### src/rtl/lsu_pkg.sv
// Shared definitions for the load/store unit.
//   rw_type encodings (equal to funct3), FSM state type, byte-enable patterns.
package lsu_pkg;

  localparam logic [2:0] RW_B  = 3'b000;
  localparam logic [2:0] RW_H  = 3'b001;
  localparam logic [2:0] RW_W  = 3'b010;
  localparam logic [2:0] RW_BU = 3'b100;
  localparam logic [2:0] RW_HU = 3'b101;

  typedef enum logic [1:0] {
    IDLE = 2'd0,
    BUS  = 2'd1,
    DONE = 2'd2
  } lsu_state_t;

  // Byte-enable patterns for lane 0; shifted into place by the address offset.
  localparam logic [3:0] BE_NONE = 4'b0000;
  localparam logic [3:0] BE_BYTE = 4'b0001;
  localparam logic [3:0] BE_HALF = 4'b0011;
  localparam logic [3:0] BE_WORD = 4'b1111;

endpackage

### src/rtl/lsu_align.sv
// Combinational lane alignment for the load/store unit.
//   i_rw_type  : access width/sign (funct3)
//   i_addr_lo  : address bits [1:0]
//   i_we       : access is a store (unsigned widths are illegal for stores)
//   i_wdata    : store data from the register file
//   i_rdata    : word returned by the bus
//   o_be       : byte enables for the word-aligned bus access
//   o_wdata    : store data replicated across all lanes of its width
//   o_rdata    : selected lane, sign- or zero-extended
//   o_misalign : halfword not on an even address, or word not on a word address
//   o_illegal  : undefined width encoding, or unsigned width used by a store
module lsu_align (
  input  logic [2:0]  i_rw_type,
  input  logic [1:0]  i_addr_lo,
  input  logic        i_we,
  input  logic [31:0] i_wdata,
  input  logic [31:0] i_rdata,
  output logic [3:0]  o_be,
  output logic [31:0] o_wdata,
  output logic [31:0] o_rdata,
  output logic        o_misalign,
  output logic        o_illegal
);
  import lsu_pkg::*;

  // Addressed lane moved down to bit 0; only the low halfword is ever needed.
  logic [15:0] w_lane;
  assign w_lane = 16'(i_rdata >> {i_addr_lo, 3'b000});

  always_comb begin
    o_be       = BE_NONE;
    o_wdata    = '0;
    o_rdata    = '0;
    o_misalign = 1'b0;
    o_illegal  = 1'b0;
    case (i_rw_type)
      RW_B: begin
        o_be    = BE_BYTE << i_addr_lo;
        o_wdata = {4{i_wdata[7:0]}};
        o_rdata = {{24{w_lane[7]}}, w_lane[7:0]};
      end
      RW_BU: begin
        o_be      = BE_BYTE << i_addr_lo;
        o_wdata   = {4{i_wdata[7:0]}};
        o_rdata   = {24'b0, w_lane[7:0]};
        o_illegal = i_we;
      end
      RW_H: begin
        o_be       = BE_HALF << {i_addr_lo[1], 1'b0};
        o_wdata    = {2{i_wdata[15:0]}};
        o_rdata    = {{16{w_lane[15]}}, w_lane};
        o_misalign = i_addr_lo[0];
      end
      RW_HU: begin
        o_be       = BE_HALF << {i_addr_lo[1], 1'b0};
        o_wdata    = {2{i_wdata[15:0]}};
        o_rdata    = {16'b0, w_lane};
        o_misalign = i_addr_lo[0];
        o_illegal  = i_we;
      end
      RW_W: begin
        o_be       = BE_WORD;
        o_wdata    = i_wdata;
        o_rdata    = i_rdata;
        o_misalign = |i_addr_lo;
      end
      default: begin
        o_illegal = 1'b1;
      end
    endcase
  end

endmodule

### src/rtl/lsu_mem_if.sv
// Load/store unit: one decoded load/store -> one word-aligned bus transaction.
//   clk, rst             : clock, synchronous active-high reset
//   req_valid            : execute stage presents a memory instruction
//   mem_read, memwrite   : decoded load / store
//   rw_type              : funct3 width/sign
//   addr, wdata          : effective address, store data
//   lsu_stall            : hold pipeline (accepting in IDLE, or waiting on bus)
//   lsu_done             : one-cycle pulse, lsu_rdata/lsu_err valid
//   lsu_rdata, lsu_err   : extended load result, fault flag
//   bus_req..bus_wdata   : registered bus request, held stable until ack
//   bus_ack, bus_rdata   : bus completion and read word
module lsu_mem_if #(
  parameter int unsigned TIMEOUT = 16,
  parameter int unsigned ADDR_W  = 32
) (
  input  logic              clk,
  input  logic              rst,
  input  logic              req_valid,
  input  logic              mem_read,
  input  logic              memwrite,
  input  logic [2:0]        rw_type,
  input  logic [ADDR_W-1:0] addr,
  input  logic [31:0]       wdata,
  output logic              lsu_stall,
  output logic              lsu_done,
  output logic [31:0]       lsu_rdata,
  output logic              lsu_err,
  output logic              bus_req,
  output logic              bus_we,
  output logic [ADDR_W-1:0] bus_addr,
  output logic [3:0]        bus_be,
  output logic [31:0]       bus_wdata,
  input  logic              bus_ack,
  input  logic [31:0]       bus_rdata
);
  import lsu_pkg::*;

  localparam logic [7:0] CNT_LAST = 8'(TIMEOUT - 1);

  lsu_state_t        r_state;
  lsu_state_t        w_next;
  logic [7:0]        r_cnt;
  logic [2:0]        r_type;
  logic [1:0]        r_addr_lo;
  logic              r_we;
  logic              r_err;
  logic [31:0]       r_rdata;
  logic              r_bus_req;
  logic              r_bus_we;
  logic [ADDR_W-1:0] r_bus_addr;
  logic [3:0]        r_bus_be;
  logic [31:0]       r_bus_wdata;

  logic              w_idle;
  logic              w_accept;
  logic              w_fault;
  logic              w_timeout;
  logic [2:0]        w_sel_type;
  logic [1:0]        w_sel_lo;
  logic [3:0]        w_be;
  logic [31:0]       w_wdata;
  logic [31:0]       w_ext;
  logic              w_misalign;
  logic              w_illegal;

  assign w_idle    = (r_state == IDLE);
  assign w_accept  = req_valid & (mem_read | memwrite);
  assign w_fault   = (mem_read & memwrite) | w_illegal | w_misalign;
  assign w_timeout = (r_cnt == CNT_LAST);

  // One aligner serves both phases: live inputs while accepting in IDLE,
  // captured width/offset while extracting the load word in BUS.
  assign w_sel_type = w_idle ? rw_type   : r_type;
  assign w_sel_lo   = w_idle ? addr[1:0] : r_addr_lo;

  lsu_align u_align (
    .i_rw_type  (w_sel_type),
    .i_addr_lo  (w_sel_lo),
    .i_we       (memwrite),
    .i_wdata    (wdata),
    .i_rdata    (bus_rdata),
    .o_be       (w_be),
    .o_wdata    (w_wdata),
    .o_rdata    (w_ext),
    .o_misalign (w_misalign),
    .o_illegal  (w_illegal)
  );

  always_ff @(posedge clk) begin
    if (rst) r_state <= IDLE;
    else     r_state <= w_next;
  end

  always_comb begin
    w_next    = r_state;
    lsu_stall = 1'b0;
    lsu_done  = 1'b0;
    lsu_err   = 1'b0;
    lsu_rdata = '0;
    case (r_state)
      IDLE: begin
        if (w_accept) begin
          lsu_stall = 1'b1;
          w_next    = w_fault ? DONE : BUS;
        end
      end
      BUS: begin
        lsu_stall = 1'b1;
        if (bus_ack || w_timeout) w_next = DONE;
      end
      DONE: begin
        lsu_done  = 1'b1;
        lsu_err   = r_err;
        lsu_rdata = (r_we || r_err) ? '0 : r_rdata;
        w_next    = IDLE;
      end
      default: w_next = IDLE;
    endcase
  end

  always_ff @(posedge clk) begin
    if (rst) begin
      r_cnt       <= '0;
      r_type      <= '0;
      r_addr_lo   <= '0;
      r_we        <= 1'b0;
      r_err       <= 1'b0;
      r_rdata     <= '0;
      r_bus_req   <= 1'b0;
      r_bus_we    <= 1'b0;
      r_bus_addr  <= '0;
      r_bus_be    <= '0;
      r_bus_wdata <= '0;
    end else begin
      case (r_state)
        IDLE: begin
          r_cnt <= '0;
          if (w_accept) begin
            r_type    <= rw_type;
            r_addr_lo <= addr[1:0];
            r_we      <= memwrite;
            r_err     <= w_fault;
            r_rdata   <= '0;
            if (!w_fault) begin
              r_bus_req   <= 1'b1;
              r_bus_we    <= memwrite;
              r_bus_addr  <= {addr[ADDR_W-1:2], 2'b00};
              r_bus_be    <= w_be;
              r_bus_wdata <= w_wdata;
            end
          end
        end
        BUS: begin
          r_cnt <= r_cnt + 8'd1;
          // Ack in the final timeout cycle still completes without error.
          if (bus_ack) begin
            r_bus_req <= 1'b0;
            r_rdata   <= w_ext;
          end else if (w_timeout) begin
            r_bus_req <= 1'b0;
            r_err     <= 1'b1;
          end
        end
        default: begin
        end
      endcase
    end
  end

  assign bus_req   = r_bus_req;
  assign bus_we    = r_bus_we;
  assign bus_addr  = r_bus_addr;
  assign bus_be    = r_bus_be;
  assign bus_wdata = r_bus_wdata;

endmodule

### config.mk
export PLATFORM = sky130hd
export DESIGN_NAME = lsu_mem_if
export DESIGN_NICKNAME = d
export VERILOG_FILES = /design/src/rtl/lsu_pkg.sv /design/src/rtl/lsu_align.sv /design/src/rtl/lsu_mem_if.sv
export SDC_FILE = /design/constraint.sdc
export NUM_CORES = 1
export LEC_CHECK = 0
export CELL_PAD_IN_SITES_DETAIL_PLACEMENT = 0
export CELL_PAD_IN_SITES_GLOBAL_PLACEMENT = 1
export CORE_UTILIZATION = 36
export DETAILED_ROUTE_END_ITERATION = 10
export GPL_TIMING_DRIVEN = 1
export PLACE_DENSITY_LB_ADDON = 0.15
export SYNTH_ARGS = -nofsm -noshare
export SYNTH_HDL_FRONTEND = slang
export SYNTH_SLANG_ARGS = --single-unit
### constraint.sdc
create_clock -name clk -period 6.2 [get_ports clk]
set_input_delay 1.55 -clock clk [delete_from_list [all_inputs] [get_ports clk]]
set_output_delay 1.55 -clock clk [all_outputs]
set_load 0.02 [all_outputs]
# --- Word-level counts from Yosys, hierarchy flattened ---
# Cells that the tools add are included.
totals:
  ff_bits: 117
  in_bits: 105
  output_inout_bits: 105
  wordCells: 82
op_classes:
  addsub: 1
  n_eq_ne: 14
  n_shift: 3
  mux: 30
  n_bitwise: 6
  n_reduce_logical: 16
op_table:
  columns: ["operator", "n"]
  rows:
  - ["$pmux W32 S5", 1]
  - ["$mux W32", 4]
  - ["$pmux W32 S3", 1]
  - ["$pmux W32 S2", 1]
  - ["$shr A32 B5 Y16", 1]
  - ["$pmux W8 S2", 1]
  - ["$pmux W4 S3", 1]
  - ["$mux W1", 10]
  - ["$ne A2 B2 Y1 const B", 5]
  - ["$pmux W1 S2", 5]
  - ["$add A8 B1 Y8 const B", 1]
  - ["$eq A8 B4 Y1 const B", 1]
  - ["$mux W2", 4]
  - ["$reduce_and A4 Y1", 2]
  - ["$reduce_or A2 Y1", 4]
  - ["$eq A3 B3 Y1 const B", 2]
  - ["$reduce_and A3 Y1", 2]
  - ["$pmux W2 S2", 1]
  - ["$reduce_and A2 Y1", 2]
  - ["$shl A1 B2 Y4 const A", 1]
  - ["$shl A2 B2 Y4 const A", 1]
  - ["$eq A3 B1 Y1 const B", 1]
  - ["$eq A3 B2 Y1 const B", 1]
  - ["$logic_not A3 Y1", 1]
  - ["other kinds (12)", 16]

# --- Longest topological paths before layout ---
# Gate-level depths: netlist of run 1.
logic_depth:
  depth_word: 10
  depth_mapped: 9
  ltp_nobuf: 6

# --- Cells and area by module ---
# Synthesis of run 1 repeated with hierarchy kept, for this count alone.
hier_totals:
  hier_cells: 760
  area_unflattened_um2: 5764.3
by_module_without_submodules:
  columns: ["mod", "n_inst", "cells_per_inst", "area_per_inst_um2", "seq_area_each_um2"]
  rows:
  - ["lsu_mem_if", 1, 567, 4575.6, 2342.2]
  - ["lsu_align", 1, 193, 1188.6, 0.0]

# --- Least setup slack after synthesis of run 1 ---
# No wires, ideal clock.
synth_path:
  path_type: "input -> output"
  from: "input memwrite"
  to: "output lsu_stall"
  arrival_time_ns: 2.086
  required_ns: 4.650
  path_slack_ns: 2.564
  path_stages: 3
  path_buffers: 0
  path_cell_list: "o21a_1 > nor2_1 > nor2_1"
synth_between:
  elab_chain_len: 4
synth_lines:
  columns: ["item", "line_no", "rtl"]
  rows:
  - ["start, declared", "lsu_mem_if.sv:20", "input logic memwrite,"]
  - ["$or A1 B1 Y1", "lsu_mem_if.sv:67", "assign w_accept = req_valid & (mem_read | memwrite);"]
  - ["$and A1 B1 Y1", "lsu_mem_if.sv:67", null]
  - ["$mux W1", "lsu_mem_if.sv:102", "if (w_accept) begin"]
  - ["$pmux W1 S2", "lsu_mem_if.sv:100", "case (r_state)"]
  - ["end, declared", "lsu_mem_if.sv:24", "output logic lsu_stall,"]
# No other way between the ends.

# --- Final worst setup path of run 1 ---
# Ends and elaborated chain as after synthesis.

==> qor.txt, run 1 <==
CLOCK NETWORK
--------------------------------------------------------------------------------------
Clock tree from TritonCTS                                                          yes
Clock Root Buffer                                                            clkbuf_16
Post-cts gate resize count                                                           0
Number of buffers inserted by post-CTS setup repair                                  0
Clock latency of the later-clocked register in the worst-skew pair             0.41 ns
Number of buffers added to fix hold violations after cts                             0
CTS max path bufs                                                                    2
Clock slew at the register clock pins of the worst setup and hold paths        0.05 ns
Number of H-tree branching levels                                                    4
Number of buffers added by the clock tree synthesis step                            17
Sink count of the clock tree                                                       117

SETUP PATH
--------------------------------------------------------------------------------------
Cells traversed along the worst timing path                               clkdlybuf4s50_1 > o21a_1 > nor2_1 > nor2_1 > clkdlybuf4s50_1
Critical path launch point                                                    memwrite
Worst setup path endpoint                                                    lsu_stall
Highest net fanout along the worst path                                              5
Kind of end point of the critical path                                     output port
Endpoint of the lowest-slack register-to-register path                    r_rdata[16]$_SDFFE_PP0P_
Worst-case register-to-register setup slack                                    2.75 ns
Arrival time reported for the critical path endpoint                           3.21 ns
CP peak stage delay                                                            0.63 ns
Reg2reg start                                                             r_state[1]$_SDFFE_PP0P_
Type of the worst setup path                                              input pin to output port
Type of element launching the critical path                                  input pin
R2R depth                                                                            5
Slowest cell on the critical path                                         clkdlybuf4s50_1
CP required                                                                    4.65 ns

LAYOUT
--------------------------------------------------------------------------------------
Number of nets in the layout                                                       973
Leading cell type in the layout, fill and taps excluded                   clkdlybuf4s50_1
Share of cells above drive strength 1                                           0.0867
Antenna fix cells                                                                    0
Final core utilization                                                           0.533
Number of non-filler instances in the completed layout                           1,097
Layout area overhead                                                             43.0%
Leading cell types in the layout, fill and taps excluded                  206 x clkdlybuf4s50_1, 117 x dfxtp_1, 80 x nand2b_1

PLACEMENT
--------------------------------------------------------------------------------------
Pre-CTS setup slack                                                            1.45 ns
Global placement routability congestion                                          0.859
Sum of net half-perimeters after detailed placement                          13,400 um
Count of buffers from port buffering                                               207
Inst Count DP                                                                    1,068

DRT
--------------------------------------------------------------------------------------
Total via count in the routed design                                             5,844
DR DRC count                                                                         0
Vias per cell                                                                     5.33
Number of optimization iterations in the first detailed-route pass                   5
Drt first-iter violations                                                          467
Met3 WL post-DR                                                                1490 um
Top layer in use                                                                  met4
WL met1                                                                        8240 um
Sum of routed wire length over all layers                                    18,800 um
Met2 Routed Length                                                             8580 um
Wire per inst                                                                  17.2 um
Antenna Nets Post-Route                                                              0

JOB
--------------------------------------------------------------------------------------
Number of max-cap violations                                                         0

TIMING
--------------------------------------------------------------------------------------
Final setup TNS                                                                   0 ns
Setup repair after global routing missed its margin                              false
Hold Violations, Final                                                               0
Post-route minimum period                                                      4.76 ns
Final Max Slew Viols                                                                 0
Smallest hold slack                                                           0.444 ns
Share of the cycle needed by the critical path after routing                     0.768
Slack of the critical path                                                     1.44 ns
Post-Route Skew                                                             0.00574 ns
Maximum clock frequency                                                        210 MHz
Final number of setup-violating endpoints                                            0
Slew HR                                                                          0.121
Actual transition at the worst max-transition pin                              1.32 ns

FLOORPLAN
--------------------------------------------------------------------------------------
Initial Utilization                                                              0.373
I/O pin count                                                                      210
Number of placement rows                                                            47
Die Span X                                                                      133 um
Overall die area                                                          17,800 sq um
Height of the die                                                               133 um
Core Area                                                                 16,700 sq um

SYNTH
--------------------------------------------------------------------------------------
Summed instance area of the synthesized netlist                             6220 sq um
Synth Warn #                                                                         0
Largest area contributor in the netlist                                        dfxtp_1
Total of flip-flops plus latches after synthesis                                   117
Number of enable-type register cells in the synthesized netlist                      0
Syn Area/Cell                                                               9.00 sq um
Portion of synthesized cell area occupied by the leading cell type               0.376
Synthesized netlist cell count                                                     691
Top post-synthesis cells by area                                          dfxtp_1 38%, mux2i_1 8.2%, nand2b_1 8.0%
Ys async rst share                                                                   0
Seq/Total Area, Yosys                                                            0.376
Ys flop type                                                                   dfxtp_1
Number of library cell types mapped by synthesis                                    69

GRT
--------------------------------------------------------------------------------------
Total routing usage reported by global routing                                   0.216
Grt ovf                                                                              0
Wire length of the first global-routing pass                                 30,200 um
Number of global-route vias before repair                                        5,684
Initial antenna violation count                                                      0
Maximum number of pins on one net before global-route repair                       113

WORST HOLD PATH
--------------------------------------------------------------------------------------
Type of the most critical hold path                                       flip-flop to flip-flop

POWER
--------------------------------------------------------------------------------------
Largest voltage drop on the vdd net                                         0.000188 V
Total power divided by cell area                                           242 nW/um^2
Leakage power summed over all cells                                            3.28 nW

OUTCOME
--------------------------------------------------------------------------------------
Result of the run                                                         finished clean

registers in the layout, indices dropped and copies added, names as in the netlist:
name / cells
r_cnt: 8
bus_req: 1
bus_be: 4
r_we: 1
bus_wdata: 32
r_rdata: 32
r_type: 3
r_err: 1
bus_addr: 30
r_state: 2
r_addr_lo: 2
bus_we: 1
how the worst min path moves through the flow:
| stage | to | slack, ns | startpoint | depth (start not counted) |
|---|---|---|---|---|
| 2_1_floorplan | r_rdata[3]$_SDFFE_PP0P_ | 0.42 | r_rdata[3]$_SDFFE_PP0P_ | 2 |
| 3_3_place_gp | r_rdata[3]$_SDFFE_PP0P_ | 0.44 | r_rdata[3]$_SDFFE_PP0P_ | 2 |
| 3_5_place_dp | r_rdata[3]$_SDFFE_PP0P_ | 0.44 | r_rdata[3]$_SDFFE_PP0P_ | 2 |
| 4_1_cts | r_rdata[3]$_SDFFE_PP0P_ | 0.45 | r_rdata[3]$_SDFFE_PP0P_ | 2 |
| 5_1_grt | r_rdata[3]$_SDFFE_PP0P_ | 0.46 | r_rdata[3]$_SDFFE_PP0P_ | 2 |
| 6_report | r_rdata[3]$_SDFFE_PP0P_ | 0.44 | r_rdata[3]$_SDFFE_PP0P_ | 2 |
synth_stat cells (9+ instances only):
master and instances:
a21oi_1 26, a221oi_1 17, a22oi_1 30, and2_1 34
buf_2 12, clkbuf_1 36, dfxtp_1 117, mux2_2 25
mux2i_1 51, nand2_1 50, nand2b_1 80, nand3_1 24
nor2_1 26, nor2b_1 16, o21ai_0 9
stage by stage:
stage	total power [W]	instance area, sq um
floorplan	0.00108	6230
global placement	0.00125	8360
detailed placement	0.00126	8360
CTS	0.00218	8900
global route	0.00225	8900
finish	0.00215	8900
power breakdown:
group | total, W | switching [W] | leakage, nW | internal, W
logic | 0.000432 | 0.000227 | 2.06 | 0.000206
clock network | 0.000911 | 0.000329 | 0.272 | 0.000583
registers | 0.000810 | 0.0000259 | 0.948 | 0.000784
total | 0.00215 | 0.000581 | 3.28 | 0.00157
routing by layer:
metal | global-route usage | up-vias
li1 | - | 2858
met1 | 0.266 | 2755
met2 | 0.342 | 193
met3 | 0.0753 | 38
met4 | 0.0890 | 0
met5 | 0 | -
area by class of cell:
| class | count | area [sq um] |
|---|---|---|
| Timing Repair Buffer | 214 | 2120 |
| Fill cell | 1567 | 7800 |
| Tap cell | 220 | 275 |
| Inverter | 8 | 30.0 |
| Sequential cell | 117 | 2340 |
| Clock inverter | 5 | 50.0 |
| Clock buffer | 24 | 492 |
| Multi-Input combinational cell | 509 | 3590 |
cell families (layout without fill, tap and decap cells):
kind of cell	Yosys count	count (layout)	share of synthesized area
other	1	2	0.000603
DFF	117	117	0.376
buffers and inverters	66	251	0.0483
muxes	80	80	0.135
adders and majority gates	1	1	0.00201
AOI/OAI and AO/OA	153	153	0.187
and+or+nand+nor	270	270	0.247
xor gates and xnor gates	3	3	0.00422
critical path: cells and delay by family:
| family | cells | cell delay, ns |
|---|---|---|
| AOI/OAI and AO/OA | 1 | 0.28 |
| buffers and inverters | 2 | 1.17 |
| and+or+nand+nor | 2 | 0.21 |
Power figures use the tool's default switching activity.
==> run 2, diff against run 1 <==
Settings changed: CORE_UTILIZATION 36 to 34.
Clock period 6.2 ns to 4.55 ns, I/O delays scaled along.
==> run 2 against run 1 <==
Compared with the run above:
- design area is 1.0% higher
- critical path depth stayed put
- setup slack worse by 0.78 ns
- via count is 1.7% higher
- first-iteration DRC count is 33% lower
- flip-flop and latch count stayed put
- hold slack better by 0.028 ns
- die area is 5.8% higher
- critical endpoint unchanged
- highest routed layer unchanged
==> qor.txt, run 2 (synthesis gave the netlist of run 1 again) <==
SETUP PATH
--------------------------------------------------------------------------------------
CP required                                                                    3.41 ns   -1.24 ns
Worst-case register-to-register setup slack                                    1.64 ns   -1.11 ns
Type of element launching the critical path                                  input pin
Slowest cell on the critical path                                         clkdlybuf4s50_1
Cells traversed along the worst timing path                               clkdlybuf4s50_1 > o21a_1 > nor2_1 > nor2_1 > clkdlybuf4s50_1
CP peak stage delay                                                            0.62 ns   about the same
Arrival time reported for the critical path endpoint                           2.75 ns   -0.46 ns
Highest net fanout along the worst path                                              5   unchanged
Bufs and invs on worst path                                                          2   unchanged
Kind of end point of the critical path                                     output port
Type of the worst setup path                                              input pin to output port
Delay-heaviest family, CP                                                 buffers and inverters

CLOCK NETWORK
--------------------------------------------------------------------------------------
Sink count of the clock tree                                                       117   unchanged
Clock slew at the register clock pins of the worst setup and hold paths        0.05 ns   about the same
Number of buffers inserted by post-CTS setup repair                                  0   unchanged
Post-cts gate resize count                                                           0   unchanged
Number of buffers added by the clock tree synthesis step                            17   unchanged
Clock Root Buffer                                                            clkbuf_16
Number of buffers added to fix hold violations after cts                             0   unchanged
Number of H-tree branching levels                                                    4   unchanged
Clock latency of the later-clocked register in the worst-skew pair             0.41 ns   about the same
CTS max path bufs                                                                    2   unchanged
Clock tree from TritonCTS                                                          yes

LAYOUT
--------------------------------------------------------------------------------------
Multi-input gate area                                                       3590 sq um   unchanged
Share of cells above drive strength 1                                           0.0962   +0.00949
Area occupied by registers                                                  2340 sq um   unchanged
Leading cell types in the layout, fill and taps excluded                  206 x clkdlybuf4s50_1, 117 x dfxtp_1, 80 x nand2b_1
Number of non-filler instances in the completed layout                           1,113   +1.5%
Antenna fix cells                                                                    0   unchanged
Area of all placed cells without fillers                                    8990 sq um   +1.0%
Count of filler cells inserted in the layout                                     1,702   +8.6%
Number of nets in the layout                                                       979   +0.62%
Leading cell type in the layout, fill and taps excluded                   clkdlybuf4s50_1
Layout area overhead                                                             44.5%

TIMING
--------------------------------------------------------------------------------------
Setup repair after global routing missed its margin                              false
Actual transition at the worst max-transition pin                              1.17 ns   -0.151 ns
Final Max Slew Viols                                                                 0   unchanged
Share of the cycle needed by the critical path after routing                     0.855
Post-route minimum period                                                      3.89 ns
Slew HR                                                                          0.221   +0.101
Final number of setup-violating endpoints                                            0   unchanged
Maximum clock frequency                                                        257 MHz
Hold Violations, Final                                                               0   unchanged
Post-Route Skew                                                             0.00609 ns   +0.000349 ns
Final setup TNS                                                                   0 ns   unchanged

PLACEMENT
--------------------------------------------------------------------------------------
Count of buffers from port buffering                                               207   unchanged
Placed Instance Area                                                        8430 sq um   +0.82%
Sum of net half-perimeters after detailed placement                          13,800 um   +2.5%
Global placement routability congestion                                          0.858   -0.14%
Inst Count DP                                                                    1,083   +1.4%

GRT
--------------------------------------------------------------------------------------
Maximum number of pins on one net before global-route repair                        95   -16%
Number of global-route vias before repair                                        5,693   +0.16%
Total routing usage reported by global routing                                   0.205   -0.0111
Wire length of the first global-routing pass                                 29,800 um   -1.3%
Grt ovf                                                                              0   unchanged
Initial antenna violation count                                                      0   unchanged

DRT
--------------------------------------------------------------------------------------
Number of optimization iterations in the first detailed-route pass                   5   unchanged
Antenna Nets Post-Route                                                              0   unchanged
DR DRC count                                                                         0   unchanged
Vias per cell                                                                     5.34   +0.23%
Total via count in the routed design                                             5,943   +1.7%
Wire per inst                                                                  17.4 um   +1.2%
Drt first-iter violations                                                          312   -33%
Sum of routed wire length over all layers                                    19,300 um   +2.7%

JOB
--------------------------------------------------------------------------------------
Number of max-cap violations                                                         0   unchanged

FLOORPLAN
--------------------------------------------------------------------------------------
Die Span X                                                                      137 um   +2.9%
Number of placement rows                                                            49   +4.3%
I/O pin count                                                                      210   unchanged
Height of the die                                                               137 um   +2.9%
Core Area                                                                 18,000 sq um   +7.6%
Overall die area                                                          18,800 sq um   +5.8%
Initial Utilization                                                              0.346   -0.0262

OUTCOME
--------------------------------------------------------------------------------------
Result of the run                                                         finished clean

POWER
--------------------------------------------------------------------------------------
Leakage power summed over all cells                                            3.32 nW   +1.0%
Largest voltage drop on the vdd net                                         0.000253 V   +35%
Total power divided by cell area                                           334 nW/um^2   +38%

WORST HOLD PATH
--------------------------------------------------------------------------------------
Type of the most critical hold path                                       flip-flop to flip-flop

[run 2: cell types whose count changed in the layout (fill, tap and decap cells not counted), sizes merged]
cell,before,now
clkinv,4,5
bufinv,1,2
clkbuf,24,20
clkinvlp,0,3
buf,8,14
[run 2: power breakdown]
part / leakage [nW] / switching (W) / internal, W
combinational: 2.10 / 0.000326 / 0.000287
sequential: 0.948 / 0.0000271 / 0.00107
clock: 0.273 / 0.000469 / 0.000822
[run 2: layout make-up]
| cell class | instances | share of cell area |
|---|---|---|
| clock buffers | 20 | 0.0508 |
| clock inverters | 10 | 0.0120 |
| inverters | 8 | 0.00334 |
| multi-input cells | 509 | 0.399 |
| flip-flops and latches | 117 | 0.261 |
| well taps | 229 | 0.0319 |
| repair buffers | 220 | 0.242 |
[run 2: worst paths after layout]
| path | from | cells past startpoint | to |
|---|---|---|---|
| max | memwrite | 5 | lsu_stall |
| min | bus_addr[30]$_SDFFE_PP0P_ | 2 | bus_addr[30]$_SDFFE_PP0P_ |
| max reg2reg | r_state[1]$_SDFFE_PP0P_ | 6 | bus_wdata[23]$_SDFFE_PP0P_ |
| min reg2reg | bus_addr[30]$_SDFFE_PP0P_ | 2 | bus_addr[30]$_SDFFE_PP0P_ |
[run 2: worst min-delay path, cell delays in order, from the launching register on]
cell	delay, ns
dfxtp_1	0.31
nand2b_1	0.06
mux2i_1	0.05
[run 2: per-layer routing]
layer / part of all wire / vias to the layer above / track usage
met3: 0.082 / 22 / 0.0684
met5: 0 / - / 0
met1: 0.44 / 2852 / 0.254
met4: 0.017 / 0 / 0.0763
li1: - / 2868 / -
met2: 0.47 / 201 / 0.328
[run 2: per-stage QoR]
step / utilization / hold slack [ns] / total power [W] / setup WS (ns)
finish: 0.501 / 0.472 / 0.00300 / 0.660
global route: 0.501 / 0.498 / 0.00312 / 0.580
CTS: 0.501 / 0.459 / 0.00304 / 0.669
detailed placement: 0.469 / 0.446 / 0.00173 / 0.670
global placement: 0.469 / 0.433 / 0.00172 / 0.691
floorplan: - / 0.417 / 0.00147 / 1.53
==> run 3, diff against run 2 <==
Settings changed: CORE_UTILIZATION 34 to 32, SYNTH_HIERARCHICAL from default to 1.
==> run 3 against run 2 <==
Compared with the run above:
- design area down 4.2%
- utilization shrank 0.59 points
- register-to-register slack got worse by 0.41 ns
- flip-flop and latch count unchanged
- via count is 0.49% higher
- routed wire length fell by 0.93%
- combinational power up 17%
- die area fell by 1.5%
==> qor.txt, run 3 <==
OUTCOME
--------------------------------------------------------------------------------------
Result of the run                                                         finished clean

SETUP PATH
--------------------------------------------------------------------------------------
Arrival time reported for the critical path endpoint                           2.91 ns   +0.16 ns
Cells traversed along the worst timing path                               clkdlybuf4s50_1 > o21ai_0 > a21oi_1 > clkdlybuf4s50_1
Type of the worst setup path                                              input pin to output port
CP required                                                                    3.41 ns   about the same
CP peak stage delay                                                            0.66 ns   +0.04 ns
Type of element launching the critical path                                  input pin
Highest net fanout along the worst path                                              6   +1
Top cell by count, worst path                                             clkdlybuf4s50_1
Levels on crit path                                                                  4   -1
Kind of end point of the critical path                                     output port
R2R depth                                                                           10   +4
Slowest cell on the critical path                                         clkdlybuf4s50_1
Bufs and invs on worst path                                                          2   unchanged
Delay-heaviest family, CP                                                 buffers and inverters

PLACEMENT
--------------------------------------------------------------------------------------
Sum of net half-perimeters after detailed placement                          13,500 um   -2.3%
Inst Count DP                                                                    1,141   +5.4%
Count of buffers from port buffering                                               207   unchanged
Global placement routability congestion                                          0.887   +3.4%
Placed Instance Area                                                        7960 sq um   -5.5%

SYNTH
--------------------------------------------------------------------------------------
Synth cell count leaders                                                  195 x nand2_1, 138 x a21oi_1, 117 x dfxtp_1
Top post-synthesis cells by area                                          dfxtp_1 41%, nand2_1 13%, a21oi_1 12%
Total of flip-flops plus latches after synthesis                                   117   unchanged
Synth Warn #                                                                         6   +6
Ys flop type                                                                   dfxtp_1
Summed instance area of the synthesized netlist                             5760 sq um   -7.4%
Ys async rst share                                                                   0   unchanged
Number of library cell types mapped by synthesis                                    47   -32%
Cell with the most instances after synthesis                                   nand2_1
Seq/Total Area, Yosys                                                            0.406   +0.0299
Portion of synthesized cell area occupied by the leading cell type               0.406   +0.0299
Number of enable-type register cells in the synthesized netlist                      0   unchanged
Largest area contributor in the netlist                                        dfxtp_1
Syn Area/Cell                                                               7.58 sq um   -16%
Synthesized netlist cell count                                                     760   +10%

CLOCK NETWORK
--------------------------------------------------------------------------------------
Sink count of the clock tree                                                       117   unchanged
Number of buffers added to fix hold violations after cts                             0   unchanged
CTS max path bufs                                                                    2   unchanged
Clock latency of the later-clocked register in the worst-skew pair             0.41 ns   about the same
Clock Root Buffer                                                            clkbuf_16
Number of buffers inserted by post-CTS setup repair                                  0   unchanged
Clock tree from TritonCTS                                                          yes
Number of buffers added by the clock tree synthesis step                            17   unchanged
Clock slew at the register clock pins of the worst setup and hold paths        0.06 ns   about the same
Number of H-tree branching levels                                                    4   unchanged
Post-cts gate resize count                                                           0   unchanged

DRT
--------------------------------------------------------------------------------------
Vias per cell                                                                     5.09   -4.7%
Number of optimization iterations in the first detailed-route pass                   5   unchanged
Wire per inst                                                                  16.3 um   -6.0%
Total via count in the routed design                                             5,972   +0.49%
Sum of routed wire length over all layers                                    19,200 um   -0.93%
Drt first-iter violations                                                          283   -9.3%
DR DRC count                                                                         0   unchanged
Antenna Nets Post-Route                                                              0   unchanged

WORST HOLD PATH
--------------------------------------------------------------------------------------
Worst hold path cell count                                                           2   unchanged
Type of the most critical hold path                                       flip-flop to flip-flop

TIMING
--------------------------------------------------------------------------------------
Slew HR                                                                          0.417   +0.196
Final Max Slew Viols                                                                 0   unchanged
Hold Violations, Final                                                               0   unchanged
Final number of setup-violating endpoints                                            0   unchanged
Setup repair after global routing missed its margin                              false
Post-Route Skew                                                             0.00542 ns   -0.000668 ns
Final setup TNS                                                                   0 ns   unchanged
Actual transition at the worst max-transition pin                             0.874 ns   -0.294 ns
Maximum clock frequency                                                        247 MHz   -3.9%
Share of the cycle needed by the critical path after routing                     0.890   +0.0346
Smallest hold slack                                                           0.447 ns   -0.0252 ns
Post-route minimum period                                                      4.05 ns   +0.158 ns

LAYOUT
--------------------------------------------------------------------------------------
Layout area overhead                                                             49.4%
Number of non-filler instances in the completed layout                           1,173   +5.4%
Share of cells above drive strength 1                                           0.0781   -0.0181
Antenna fix cells                                                                    0   unchanged
Count of filler cells inserted in the layout                                     1,709   +0.41%
Leading cell type in the layout, fill and taps excluded                   clkdlybuf4s50_1
Area occupied by registers                                                  2340 sq um   unchanged
Area of all placed cells without fillers                                    8610 sq um   -4.2%
Leading cell types in the layout, fill and taps excluded                  206 x clkdlybuf4s50_1, 195 x nand2_1, 138 x a21oi_1
Multi-input gate area                                                       3130 sq um   -13%
Number of nets in the layout                                                     1,041   +6.3%

FLOORPLAN
--------------------------------------------------------------------------------------
Core Area                                                                 17,400 sq um   -3.0%
Initial Utilization                                                              0.331   -0.0154
Overall die area                                                          18,600 sq um   -1.5%
Die Span X                                                                      136 um   -0.78%
Number of placement rows                                                            48   -2.0%
I/O pin count                                                                      210   unchanged
Height of the die                                                               136 um   -0.78%

POWER
--------------------------------------------------------------------------------------
Total power draw                                                             0.00330 W   +10%
Largest voltage drop on the vdd net                                         0.000273 V   +7.7%
Leakage power summed over all cells                                            3.03 nW   -8.7%
Total power divided by cell area                                           383 nW/um^2   +15%

GRT
--------------------------------------------------------------------------------------
Grt ovf                                                                              0   unchanged
Number of global-route vias before repair                                        5,751   +1.0%
Initial antenna violation count                                                      0   unchanged
Maximum number of pins on one net before global-route repair                        82   -14%
Total routing usage reported by global routing                                   0.207   +0.00231
Wire length of the first global-routing pass                                 29,500 um   -1.0%

JOB
--------------------------------------------------------------------------------------
Number of max-cap violations                                                         0   unchanged

## run 3: cell types whose count changed after synthesis, moves of 20 or more
cell      delta
nand3_1     -22
nand2_1    +145
nand2b_1    -75
mux2i_1     -43
a21oi_1    +112
nand4_1     +33
a22oi_1     -20
## run 3: stage by stage
step / worst slack [ns] / util
floorplan: 1.27 / -
global placement: 0.536 / 0.457
detailed placement: 0.497 / 0.457
CTS: 0.501 / 0.495
global route: 0.427 / 0.495
finish: 0.502 / 0.495
## run 3: metal layers
layer / vias to the layer above / GRT usage / share of wire
li1: 2963 / - / -
met1: 2768 / 0.235 / 0.41
met2: 221 / 0.356 / 0.49
met3: 20 / 0.0712 / 0.083
met4: 0 / 0.0759 / 0.017
met5: - / 0 / 0
## run 3: layout make-up
| cell class | instances | area share |
|---|---|---|
| tap | 225 | 0.0327 |
| inverter | 2 | 0.000871 |
| multi-input combinational | 574 | 0.363 |
| clock buffer | 18 | 0.0498 |
| clock inverter | 14 | 0.0261 |
| timing repair buffer | 223 | 0.256 |
| sequential | 117 | 0.272 |
## run 3: kinds of logic (layout without fill, tap and decap cells)
logic type	Yosys count	after routing	synth area share
AOI/OAI and AO/OA	214	214	0.216
xor gates and xnor gates	5	5	0.00760
adders and majority gates	1	1	0.00217
buffers and inverters	70	257	0.0553
DFF	117	117	0.406
muxes	21	21	0.0393
other	1	2	0.000651
and+or+nand+nor	331	331	0.273
## run 3: final timing paths
| check | start | end | slack [ns] |
|---|---|---|---|
| setup / recovery | memwrite | lsu_stall | 0.50 |
| hold / removal | r_rdata[16]$_SDFFE_PP0P_ | r_rdata[16]$_SDFFE_PP0P_ | 0.45 |
| setup reg to reg | r_state[1]$_SDFFE_PP0P_ | bus_req$_SDFFE_PP0P_ | 1.23 |
| hold reg to reg | r_rdata[16]$_SDFFE_PP0P_ | r_rdata[16]$_SDFFE_PP0P_ | 0.45 |
## run 3: power by group
part	leakage, nW	internal (W)	switching (W)
Clock	0.308	0.000979	0.000507
Sequential	0.947	0.00107	0.0000290
Combinational	1.77	0.000307	0.000408
Total	3.03	0.00236	0.000944
## run 3: worst min-delay path, stage by stage (launching register included)
cell,delay [ns]
dfxtp_1,0.30
nand2_1,0.05
a21oi_1,0.05
